[src/rtl/level_pkg.sv]
// level_pkg: shared level constants (tile codes, map dimensions, coordinate widths)
// and the tile update scheduler state encoding.
package level_pkg;
    localparam int MAP_COLS = 17;
    localparam int MAP_ROWS = 12;
    localparam int COL_W    = 5;
    localparam int ROW_W    = 4;
    localparam int TILE_W   = 8;
    localparam logic [TILE_W-1:0] BDR = 8'd0;
    localparam logic [TILE_W-1:0] SKY = 8'd1;
    localparam logic [TILE_W-1:0] BLK = 8'd2;
    localparam logic [TILE_W-1:0] GND = 8'd3;
    localparam logic [TILE_W-1:0] TKN = 8'd4;
    typedef enum logic [1:0] {IDLE, WAIT_BLANK, WRITE, DONE} sched_state_t;
endpackage

[src/rtl/tile_update_scheduler_rr_arbiter.sv]
// rr_arbiter: combinational round-robin pick over a request vector.
// Ports: req (request vector), pointer (highest-priority index),
//        grant (one-hot winner), idx (winner index), valid (any request).
module rr_arbiter #(
    parameter int NUM_REQ = 4,
    parameter int IW      = 2
) (
    input  logic [NUM_REQ-1:0] req,
    input  logic [IW-1:0]      pointer,
    output logic [NUM_REQ-1:0] grant,
    output logic [IW-1:0]      idx,
    output logic               valid
);
    logic [NUM_REQ-1:0] rot;

    // rot[k] is the request k positions past the pointer
    assign rot   = NUM_REQ'({req, req} >> pointer);
    assign valid = |req;

    // descending scan so the smallest distance from the pointer wins
    always_comb begin
        grant = '0;
        idx   = '0;
        for (int k = NUM_REQ - 1; k >= 0; k--) begin
            if (rot[k]) begin
                idx   = IW'((int'(pointer) + k) % NUM_REQ);
                grant = NUM_REQ'(1) << ((int'(pointer) + k) % NUM_REQ);
            end
        end
    end
endmodule

[src/rtl/tile_update_scheduler.sv]
// tile_update_scheduler: latches object touch requests, arbitrates them round-robin
// and commits one tile-map write per handshake, tallying collections.
// Ports: vga_clock/reset (sync active-high); req, req_x, req_y, req_tile per object;
//        vblank; wr_en/wr_x/wr_y/wr_tile/wr_ready map write port; grant pulse,
//        consumed sticky mask, collected count, level_complete.
// Config: define TILE_SCHED_BLANK_SYNC_EN to start writes only during vblank.
module tile_update_scheduler #(
    parameter int NUM_REQ      = 4,
    parameter int COL_W        = 5,
    parameter int ROW_W        = 4,
    parameter int TILE_W       = 8,
    parameter int TOTAL_TOKENS = 2,
    parameter int COUNT_W      = 8
) (
    input  logic                        vga_clock,
    input  logic                        reset,
    input  logic [NUM_REQ-1:0]          req,
    input  logic [NUM_REQ*COL_W-1:0]    req_x,
    input  logic [NUM_REQ*ROW_W-1:0]    req_y,
    input  logic [NUM_REQ*TILE_W-1:0]   req_tile,
    input  logic                        vblank,
    output logic                        wr_en,
    output logic [COL_W-1:0]            wr_x,
    output logic [ROW_W-1:0]            wr_y,
    output logic [TILE_W-1:0]           wr_tile,
    input  logic                        wr_ready,
    output logic [NUM_REQ-1:0]          grant,
    output logic [NUM_REQ-1:0]          consumed,
    output logic [COUNT_W-1:0]          collected,
    output logic                        level_complete
);
    import level_pkg::*;

    localparam int IW = (NUM_REQ > 1) ? $clog2(NUM_REQ) : 1;
    localparam logic [COUNT_W-1:0] CMAX = '1;

    sched_state_t       state, state_nx;
    logic [NUM_REQ-1:0] req_q, pending, rise, arb_gnt, win_oh;
    logic [IW-1:0]      pointer, arb_idx, win;
    logic               arb_valid, pick, commit;
    logic [COUNT_W-1:0] coll_nx;

`ifndef TILE_SCHED_BLANK_SYNC_EN
    logic unused_vblank;
    assign unused_vblank = vblank;
`endif

    assign rise           = req & ~req_q & ~consumed & ~pending;
    assign wr_en          = state == WRITE;
    assign commit         = wr_en & wr_ready;
    assign coll_nx        = (collected == CMAX) ? collected : collected + 1'b1;
    assign level_complete = state == DONE;

    rr_arbiter #(.NUM_REQ(NUM_REQ), .IW(IW)) u_arb (
        .req     (pending),
        .pointer (pointer),
        .grant   (arb_gnt),
        .idx     (arb_idx),
        .valid   (arb_valid)
    );

    always_comb begin
        state_nx = state;
        pick     = 1'b0;
        case (state)
            IDLE: begin
                if (arb_valid) begin
                    pick = 1'b1;
`ifdef TILE_SCHED_BLANK_SYNC_EN
                    state_nx = WAIT_BLANK;
`else
                    state_nx = WRITE;
`endif
                end
            end
`ifdef TILE_SCHED_BLANK_SYNC_EN
            WAIT_BLANK: if (vblank) state_nx = WRITE;
`endif
            WRITE: if (wr_ready) state_nx = (coll_nx == COUNT_W'(TOTAL_TOKENS)) ? DONE : IDLE;
            DONE: state_nx = DONE;
            default: state_nx = IDLE;
        endcase
    end

    always_ff @(posedge vga_clock) begin
        if (reset) begin
            state     <= IDLE;
            req_q     <= '0;
            pending   <= '0;
            consumed  <= '0;
            collected <= '0;
            pointer   <= '0;
            grant     <= '0;
            win       <= '0;
            win_oh    <= '0;
            wr_x      <= '0;
            wr_y      <= '0;
            wr_tile   <= '0;
        end else begin
            state   <= state_nx;
            req_q   <= req;
            // once the level is complete nothing further is queued
            pending <= (state_nx == DONE) ? '0 : (pending | rise) & ~(commit ? win_oh : '0);
            grant   <= commit ? win_oh : '0;
            if (commit) begin
                consumed  <= consumed | win_oh;
                collected <= coll_nx;
                pointer   <= (win == IW'(NUM_REQ - 1)) ? '0 : win + 1'b1;
            end
            // write fields are frozen at pick time so they stay stable while wr_ready is low
            if (pick) begin
                win     <= arb_idx;
                win_oh  <= arb_gnt;
                wr_x    <= req_x[arb_idx*COL_W +: COL_W];
                wr_y    <= req_y[arb_idx*ROW_W +: ROW_W];
                wr_tile <= req_tile[arb_idx*TILE_W +: TILE_W];
            end
        end
    end
endmodule

[config.mk]
export PLATFORM = sky130hd
export DESIGN_NAME = tile_update_scheduler
export DESIGN_NICKNAME = d
export VERILOG_FILES = /design/src/rtl/level_pkg.sv /design/src/rtl/tile_update_scheduler_rr_arbiter.sv /design/src/rtl/tile_update_scheduler.sv
export SDC_FILE = /design/constraint.sdc
export NUM_CORES = 1
export LEC_CHECK = 0
export CAP_MARGIN = 20
export CORE_MARGIN = 2
export CORE_UTILIZATION = 42
export CTS_BUF_LIST = sky130_fd_sc_hd__clkbuf_4
export DETAILED_ROUTE_END_ITERATION = 10
export PLACE_DENSITY = 0.78
export REMOVE_ABC_BUFFERS = 1
export SLEW_MARGIN = 25
export SYNTH_ARGS = -nofsm -noshare
export SYNTH_HDL_FRONTEND = slang
export SYNTH_HIERARCHICAL = 1
export SYNTH_SLANG_ARGS = --single-unit
[constraint.sdc]
create_clock -name vga_clock -period 2.6 [get_ports vga_clock]
set_clock_uncertainty 0.05 [all_clocks]
set_input_delay 0.78 -clock vga_clock [delete_from_list [all_inputs] [get_ports vga_clock]]
set_output_delay 0.78 -clock vga_clock [all_outputs]
set_load 0.05 [all_outputs]
### Yosys cells after proc, flatten, opt, wreduce, memory -nomap -nowiden

Cells that the tools add are included.
Widths: inputs -> output; s select.

* logic and storage cells: 69
* output and inout port bits: 35
* register bits after elaboration: 51

* bitwise operators: 14
* add/subtract/negate cells: 5
* $mul: 1
* reduce and logical (&&, ||, !) cells: 6
* mux-type cells: 17
* shift operators: 8
* eq/ne operators: 6

Operators by type and width (number)
* $shl 1x32->4 const A: 3
* $shiftx 32x6->8: 1
* $mux 4: 5
* $shiftx 20x6->5: 1
* $and 4x4->4: 4
* $mux 2: 8
* $not 4->4: 4
* $shiftx 16x5->4: 1
* $add 8x1->8 const B: 1
* $eq 2x2->1 const B: 4
* $eq 8x2->1 const B: 1
* $eq 8x8->1 const B: 1
* $mux 8: 1
* $or 4x4->4: 2
* $reduce_or 2->1: 4
* $shr 8x2->4: 1
* $pmux 2 s3: 1
* $mul 2x3->5 const B: 1
* $add 2x1->2 const B: 2
* $add 2x2->2 const B: 2
* $reduce_or 4->1: 1
* $shl 1x2->4 const A: 1
* $and 1x1->1 const A: 3
* $logic_not 2->1: 1
* other kinds (2): 3

### Logic depth before layout (Yosys ltp)

Gate-level depths: netlist (run 1).

* word-level depth: 8
* depth in mapped cells: 12

### Hierarchy

Netlist (run 1), hierarchy kept.

By module, submodules not included
* tile_update_scheduler: area each 2411.1 µm², times used 1, cells each 246
* rr_arbiter: area each 733.2 µm², times used 1, cells each 94

### Worst setup path after synthesis (run 1)

No wires, ideal clock.

* path type: reg-to-reg
* start: register pointer[1]
* end: register wr_tile[1]
* slack: 0.033 ns
* library setup time: 0.132 ns
* data required time: 2.418 ns
* arrival: 2.385 ns
* cell stages (with the launch flop): 13
* path through: dfxtp_1 buf_6 buf_4 inv_1 ha_1 o21bai_1 a221oi_2 a32o_1 clkbuf_2 buf_2 mux4_2 nand2_1 a21oi_1

* word-level cells in the longest chain between the ends: 6
* elaborated cells between the ends (all ways): 9
* classes of those cells: add/sub (3); shift (2); mux (4)

Ends and longest elaborated chain
* start: declaration: RTL line tile_update_scheduler.sv:39 `logic [IW-1:0] pointer, arb_idx, win;`
* start signal: assignment: RTL line tile_update_scheduler.sv:108 `pointer <= (win == IW'(NUM_REQ - 1)) ? '0 : win + 1'b1;`
* $add 2x2->2 or $shr 8x2->4 (tied branches): RTL line tile_update_scheduler_rr_arbiter.sv:26, tile_update_scheduler_rr_arbiter.sv:17
* $mux 2 (3 in series): RTL line tile_update_scheduler_rr_arbiter.sv:25 `if (rot[k]) begin`
* $mux 2 *: RTL line tile_update_scheduler_rr_arbiter.sv:25
* named net arb_idx[1]: RTL line tile_update_scheduler.sv:39
* $shiftx 32x6->8 *: RTL line tile_update_scheduler.sv:116 `wr_tile <= req_tile[arb_idx*TILE_W +: TILE_W];`
* end signal: assignment: RTL line tile_update_scheduler.sv:116
* end: declaration: RTL line tile_update_scheduler.sv:25 `output logic [TILE_W-1:0] wr_tile,`

Mark *: on every way through the listed nets, which the timed path passes. The rest lies on a longest branch.
A chain may end at the register's enable or synchronous reset.

### Final worst setup path (run 1)

* start: register collected[1]
* end: output collected[1]

RTL lines
* start: declaration: RTL line tile_update_scheduler.sv:29 `output logic [COUNT_W-1:0] collected,`
* start signal: assignment: RTL line tile_update_scheduler.sv:107 `collected <= coll_nx;`

No word-level cell between the ends.

==> metrics.cfg, run 1 <==
[run_status]
outcome=completed

[synthesis]
synth_warnings=6
synth_seq_area_share_pct=32.5
yosys_register_bits=51
syn_area_mm2=0.00314
yosys.area_share.simple_pct=23.7
synthTopCellsByArea=dfxtp_1 (32%), mux4_2 (12%), nand2_1 (6.7%)
yosysTopAreaCellShare_pct=32.5
synth_compound_gate_area_share_pct=19.9
synth_common_cells=nand2_1 (56), dfxtp_1 (51), a21oi_1 (37)
synth_cell_types=59
synth-edff-count=0
synthMuxAreaShare_pct=13.9
avgSynthCellArea_um2=9.25
synth_top_family_by_area=simple AND/OR/NAND/NOR gates
synth.largest_area_cell=dfxtp_1
synth-xor-area-share_pct=0.557
postSynth.asyncResetShare_pct=0
synth-main-ff-cell=dfxtp_1
synth_fa_ha_area_share_pct=3.98
synth_cells=340
yosys.cell_count.top_type=nand2_1

[detailed_routing]
dr.pass1.iters=4
wl_per_cell_um=14.9
drt_first_iter_violations=153
ant_nets=0
finalWirelength_um=8070
vias_per_cell=5.46
via_count=2966
drc=0

[setup_path]
critPathCaptureType=output pin
path_buf_inv=1
cp_max_fo=8
crit_type=reg2out
worstPathArrival_ns=1.72
required_ns=1.77
crit_path_top_delay_cell=clkdlybuf4s50_1
startpoint_type=flip-flop
critPathMaxStageDelay_ns=0.85
crit_start=collected[1]$_SDFFE_PP0P_
cp_top_family=buffers and inverters
r2r-start=pointer[1]$_SDFFE_PP0P_
cp_cell_sequence=clkdlybuf4s50_1

[timing]
finalMaxSlewViolations=0
rsz0062_at_grt=no
fin_setup_tns_ns=0
slew_headroom_pct=62.3
worstMarginPinSlew_ns=0.565
hold_violations=0
fin_crit_ns=2.55
fmax_mhz=392
period_share_pct=98.1
finalSetupViolCount=0

[clock_network]
post_cts_buffers=0
clock_sinks=51
cts_tree=yes
cts_buffers=5
clkLatencyLatePin_ns=0.37
path_clk_slew_ns=0.15
cts-root-buf=clkbuf_4
clockBufferDepth=2
cts.htree.levels=2

[power_and_ir_drop]
comb_power_share_pct=38.6
power.internal_w=0.00159
power_frac_clock_pct=23.1
power_density_mw_per_mm2=541
pwr-share-seq_pct=38.3
ir_worst_vdd_uv=326
swShare_pct=33.7
p_switching_w=0.000807
leakage_nw=1.70

[grt]
grt_usage_pct=19.8
grt-ovfl-total=0
antenna_found_initial=0
grt_max_degree=27
grt_pass1_wl_um=13600
grt_pass1_vias=3022

[min_path]
holdCritStartpoint=wr_tile[5]$_SDFFE_PP0P_
holdCritPathClass=reg2reg

[floorplanning]
rows=31
die_height_um=90.5
die_area_mm2=0.00819
ios=111
coreArea_mm2=0.00725
die_w_um=90.5
initial_utilization_pct=43.4

[job]
max_cap_viol_count=0

[finish]
n_antenna_cell=0
design_area_mm2=0.00443
nNetsFinal=529
area_growth_pct=40.9
drive_above_1_share_pct=13.3

[place]
gp_congestion=0.903
place_area_mm2=0.00432
io_buffer_count=109
hpwl_um=6020

-- worst register-to-register path: cells and delay by family, from the launching register on --
| kind | cells | cell delay (ns) |
|---|---|---|
| flip-flops | 1 | 0.41 |
| multiplexers | 2 | 0.94 |
| AND/OR/NAND/NOR | 1 | 0.09 |
| buffers and inverters | 2 | 0.47 |
| AO/OA/AOI/OAI | 2 | 0.35 |
-- final timing paths --
| path | slack, ns | to | cells past startpoint |
|---|---|---|---|
| min reg2reg | 0.42 | wr_tile[5]$_SDFFE_PP0P_ | 2 |
| max reg2reg | 0.20 | wr_x[4]$_SDFFE_PP0P_ | 7 |
| max | 0.05 | collected[1] | 1 |
| min | 0.42 | wr_tile[5]$_SDFFE_PP0P_ | 2 |
-- area by class of cell --
cell class	count	area, um2
Sequential cell	51	1020
Multi-Input combinational cell	257	1960
Fill cell	623	2820
Tap cell	99	124
Clock buffer	5	37.5
Inverter	7	26.3
Clock inverter	3	67.6
Timing Repair Buffer	121	1190
-- metrics by stage --
stage          hold WS (ns)  util (%)  instances  power [W]  worst slack [ns]
4_1_cts               0.416      61.0        543    0.00241           0.00636
5_1_grt               0.429      61.1        543    0.00251           0.00414
2_1_floorplan         0.384         -        315    0.00150             -1.92
3_5_place_dp          0.396      59.6        535    0.00186             0.189
6_report              0.415      61.1        543    0.00240            0.0483
3_3_place_gp          0.391      59.6        535    0.00184             0.250
-- cells by family after synthesis --
kind of cell / count (synthesis)
flip-flops: 51
AO/OA/AOI/OAI: 91
AND/OR/NAND/NOR: 132
adder cells (fa/ha/maj): 10
multiplexers: 22
buffers and inverters: 32
XOR/XNOR: 2
-- cell usage in the layout, fill, tap and decap left out, types with 3 or more instances in the layout --
cell             instances
nand4_1                  3
nor3_1                   4
nor2b_1                  5
o21ai_0                  9
and3b_1                  6
inv_1                    7
and2_1                   5
and3_1                   3
o21bai_1                 3
mux4_2                  17
nand3_1                  6
o211a_1                  4
ha_1                    10
a31oi_1                 12
a21oi_1                 37
o21ai_1                  5
dlygate4sd2_1            4
clkdlybuf4s50_1        101
nand2_1                 56
a211oi_2                 4
nor3b_1                  4
nand3b_1                 4
dlymetal6s2s_1           3
buf_4                   11
clkbuf_4                 5
dfxtp_1                 51
nor2_1                  16
mux2_2                   3
-- sequential cells by signal, indices dropped and copies added, names as in the netlist --
name and count:
wr_x 5, pointer 2, state 2, wr_y 4, collected 8, req_q 4
win_oh 4, pending 4, win 2, consumed 4, grant 4, wr_tile 8
-- power groups by stage --
| stage | Combinational, W | Clock, W | Sequential (W) |
|---|---|---|---|
| floorplan | 0.000408 | 0 | 0.00110 |
| global placement | 0.000913 | 0 | 0.000929 |
| detailed placement | 0.000930 | 0 | 0.000935 |
| CTS | 0.000931 | 0.000559 | 0.000918 |
| global route | 0.000995 | 0.000584 | 0.000929 |
| finish | 0.000924 | 0.000553 | 0.000918 |
-- layer usage --
layer  wire length [um]  part of all wire [%]  GRT usage (%)  vias up
li1                   -                     -              -     1455
met2               4010                    50           35.6      103
met5                  0                     0              0        -
met4                140                   1.7           4.74        0
met3                560                   6.9           5.26       15
met1               3370                    42           23.5     1393
-- what timing repair did --
action / 4_1_cts / 5_1_grt
setup endpoints to repair: 4 / 3
hold buffers: 0 / 0
gates resized for setup: 4 / 3
Power figures use the tool's default switching activity.
==> inputs of run 2 (changes only) <==
Settings changed: SYNTH_HIERARCHICAL 1 to not set.
==> run 2 against run 1 <==
Net effect: register-to-register slack gained 0.04 ns; cell count grew 7.6%; synthesized cell count grew 15%; total power grew 15%; via count grew 17%; highest routed layer unchanged; clock power grew 1%; largest cell class unchanged.
==> metrics.cfg, run 2 <==
[floorplanning]
ios=111
die_area_mm2=0.00824
rows=31
die_w_um=90.8
initial_utilization_pct=43.6
die_height_um=90.8
coreArea_mm2=0.00725

[run_status]
outcome=completed

[finish]
design_area_mm2=0.00444
nNetsFinal=570
layout_common_cells=clkdlybuf4s50_1 (102), dfxtp_1 (51), a21oi_1 (38)
nFillCells=660
final_util_pct=61.2
drive_above_1_share_pct=8.45
n_antenna_cell=0
area_growth_pct=40.5
final_common_cell=clkdlybuf4s50_1
reg_top3=collected: 8 flops, wr_tile: 8 flops, wr_x: 5 flops

[synthesis]
synth_cell_types=61
yosys_register_bits=51
yosys.cell_count.top_type=dfxtp_1
synth_warnings=0
synth-main-ff-cell=dfxtp_1
syn_area_mm2=0.00316
synth_seq_area_share_pct=32.3
synthTopCellsByArea=dfxtp_1 (32%), a21oi_1 (6.2%), a32o_1 (5.4%)
avgSynthCellArea_um2=8.11
synth_cells=390
synth.largest_area_cell=dfxtp_1
synth-edff-count=0
yosysTopAreaCellShare_pct=32.3
synth_common_cells=dfxtp_1 (51), a21oi_1 (39)
postSynth.asyncResetShare_pct=0

[clock_network]
cts_buffers=5
cts.htree.levels=2
path_clk_slew_ns=0.14
postCtsHoldBufs=0
clock_sinks=51
clockBufferDepth=2
post_cts_buffers=0
cts-root-buf=clkbuf_4
clkLatencyLatePin_ns=0.37
cts_tree=yes
postCtsResizedCells=2

[detailed_routing]
drt_first_iter_violations=186
finalWirelength_um=9370
via_count=3466
wl_per_cell_um=16.0
drc=0
ant_nets=0
dr.pass1.iters=4
vias_per_cell=5.93

[place]
io_buffer_count=109
gp_congestion=0.865
dp_slack_ns=0.139
place_area_mm2=0.00433
hpwl_um=6700

[setup_path]
crit_type=reg2out
required_ns=1.77
worst-r2r-setup-slack_ns=0.24
worstPathArrival_ns=1.68
startpoint_type=flip-flop
path_buf_inv=1
cp_max_fo=7
crit_path_top_delay_cell=clkdlybuf4s50_1
critPathMaxStageDelay_ns=0.85
critPathCaptureType=output pin
cp_top_family=buffers and inverters
cp_cell_sequence=clkdlybuf4s50_1

[timing]
fin_ws_ns=0.0929
rsz0062_at_grt=no
hold_violations=0
slew_headroom_pct=34.1
fin_crit_ns=2.51
finalSetupViolCount=0
finalMaxSlewViolations=0
period_share_pct=96.4
worstMarginPinSlew_ns=0.989
fmax_mhz=399
fin_setup_tns_ns=0

[min_path]
holdCritPathClass=reg2reg

[grt]
grt_usage_pct=21.9
grt_pass1_vias=3258
grt_max_degree=36
grt-ovfl-total=0
antenna_found_initial=0
grt_pass1_wl_um=15100

[job]
max_cap_viol_count=0

[power_and_ir_drop]
ir_worst_vdd_uv=252
power_density_mw_per_mm2=621
leakage_nw=1.70

-- run 2: worst paths after layout --
| kind | to | depth (start not counted) | startpoint |
|---|---|---|---|
| max | collected[6] | 1 | collected[6]$_SDFFE_PP0P_ |
| min | wr_tile[0]$_SDFFE_PP0P_ | 1 | wr_tile[0]$_SDFFE_PP0P_ |
| max reg2reg | wr_tile[6]$_SDFFE_PP0P_ | 5 | pending[3]$_SDFF_PP0_ |
| min reg2reg | wr_tile[0]$_SDFFE_PP0P_ | 1 | wr_tile[0]$_SDFFE_PP0P_ |
-- run 2: per-stage QoR --
step / total power, W / cells / hold WS, ns
2_1_floorplan: 0.00172 / 351 / 0.384
3_3_place_gp: 0.00219 / 576 / 0.397
3_5_place_dp: 0.00221 / 576 / 0.407
4_1_cts: 0.00276 / 584 / 0.437
5_1_grt: 0.00290 / 584 / 0.447
6_report: 0.00276 / 584 / 0.434
-- run 2: cell type report --
type	instances	area, um2	area share (%)
Multi-Input combinational cell	294	1930	43.4
Timing Repair Buffer	126	1240	27.9
Sequential cell	51	1020	23.0
Tap cell	99	124	2.79
Clock inverter	3	67.6	1.52
Clock buffer	5	37.5	0.845
Inverter	6	22.5	0.507
-- run 2: logic make-up after synthesis --
family | share of synthesized area [%]
AO/OA/AOI/OAI | 28.1
multiplexers | 3.40
AND/OR/NAND/NOR | 24.9
adder cells (fa/ha/maj) | 3.96
flip-flops | 32.3
buffers and inverters | 6.85
XOR/XNOR | 0.554
-- run 2: layer usage --
metal	GRT usage [%]	wire (um)
met5	0	0
met4	6.67	137
met3	6.43	805
met2	37.4	4570
met1	26.5	3860
-- run 2: report_power, final --
group / leakage, nW / switching (W) / internal [W]
Clock: 0.0514 / 0.000260 / 0.000299
Combinational: 1.23 / 0.000734 / 0.000495
Sequential: 0.419 / 0.0000849 / 0.000884
Total: 1.70 / 0.00108 / 0.00168
==> inputs of run 3 (changes only) <==
Settings changed: CTS_CLUSTER_DIAMETER set to 150.
==> results of run 3 <==
Same layout as run 2: the final DEF is identical, and so are final timing and power.
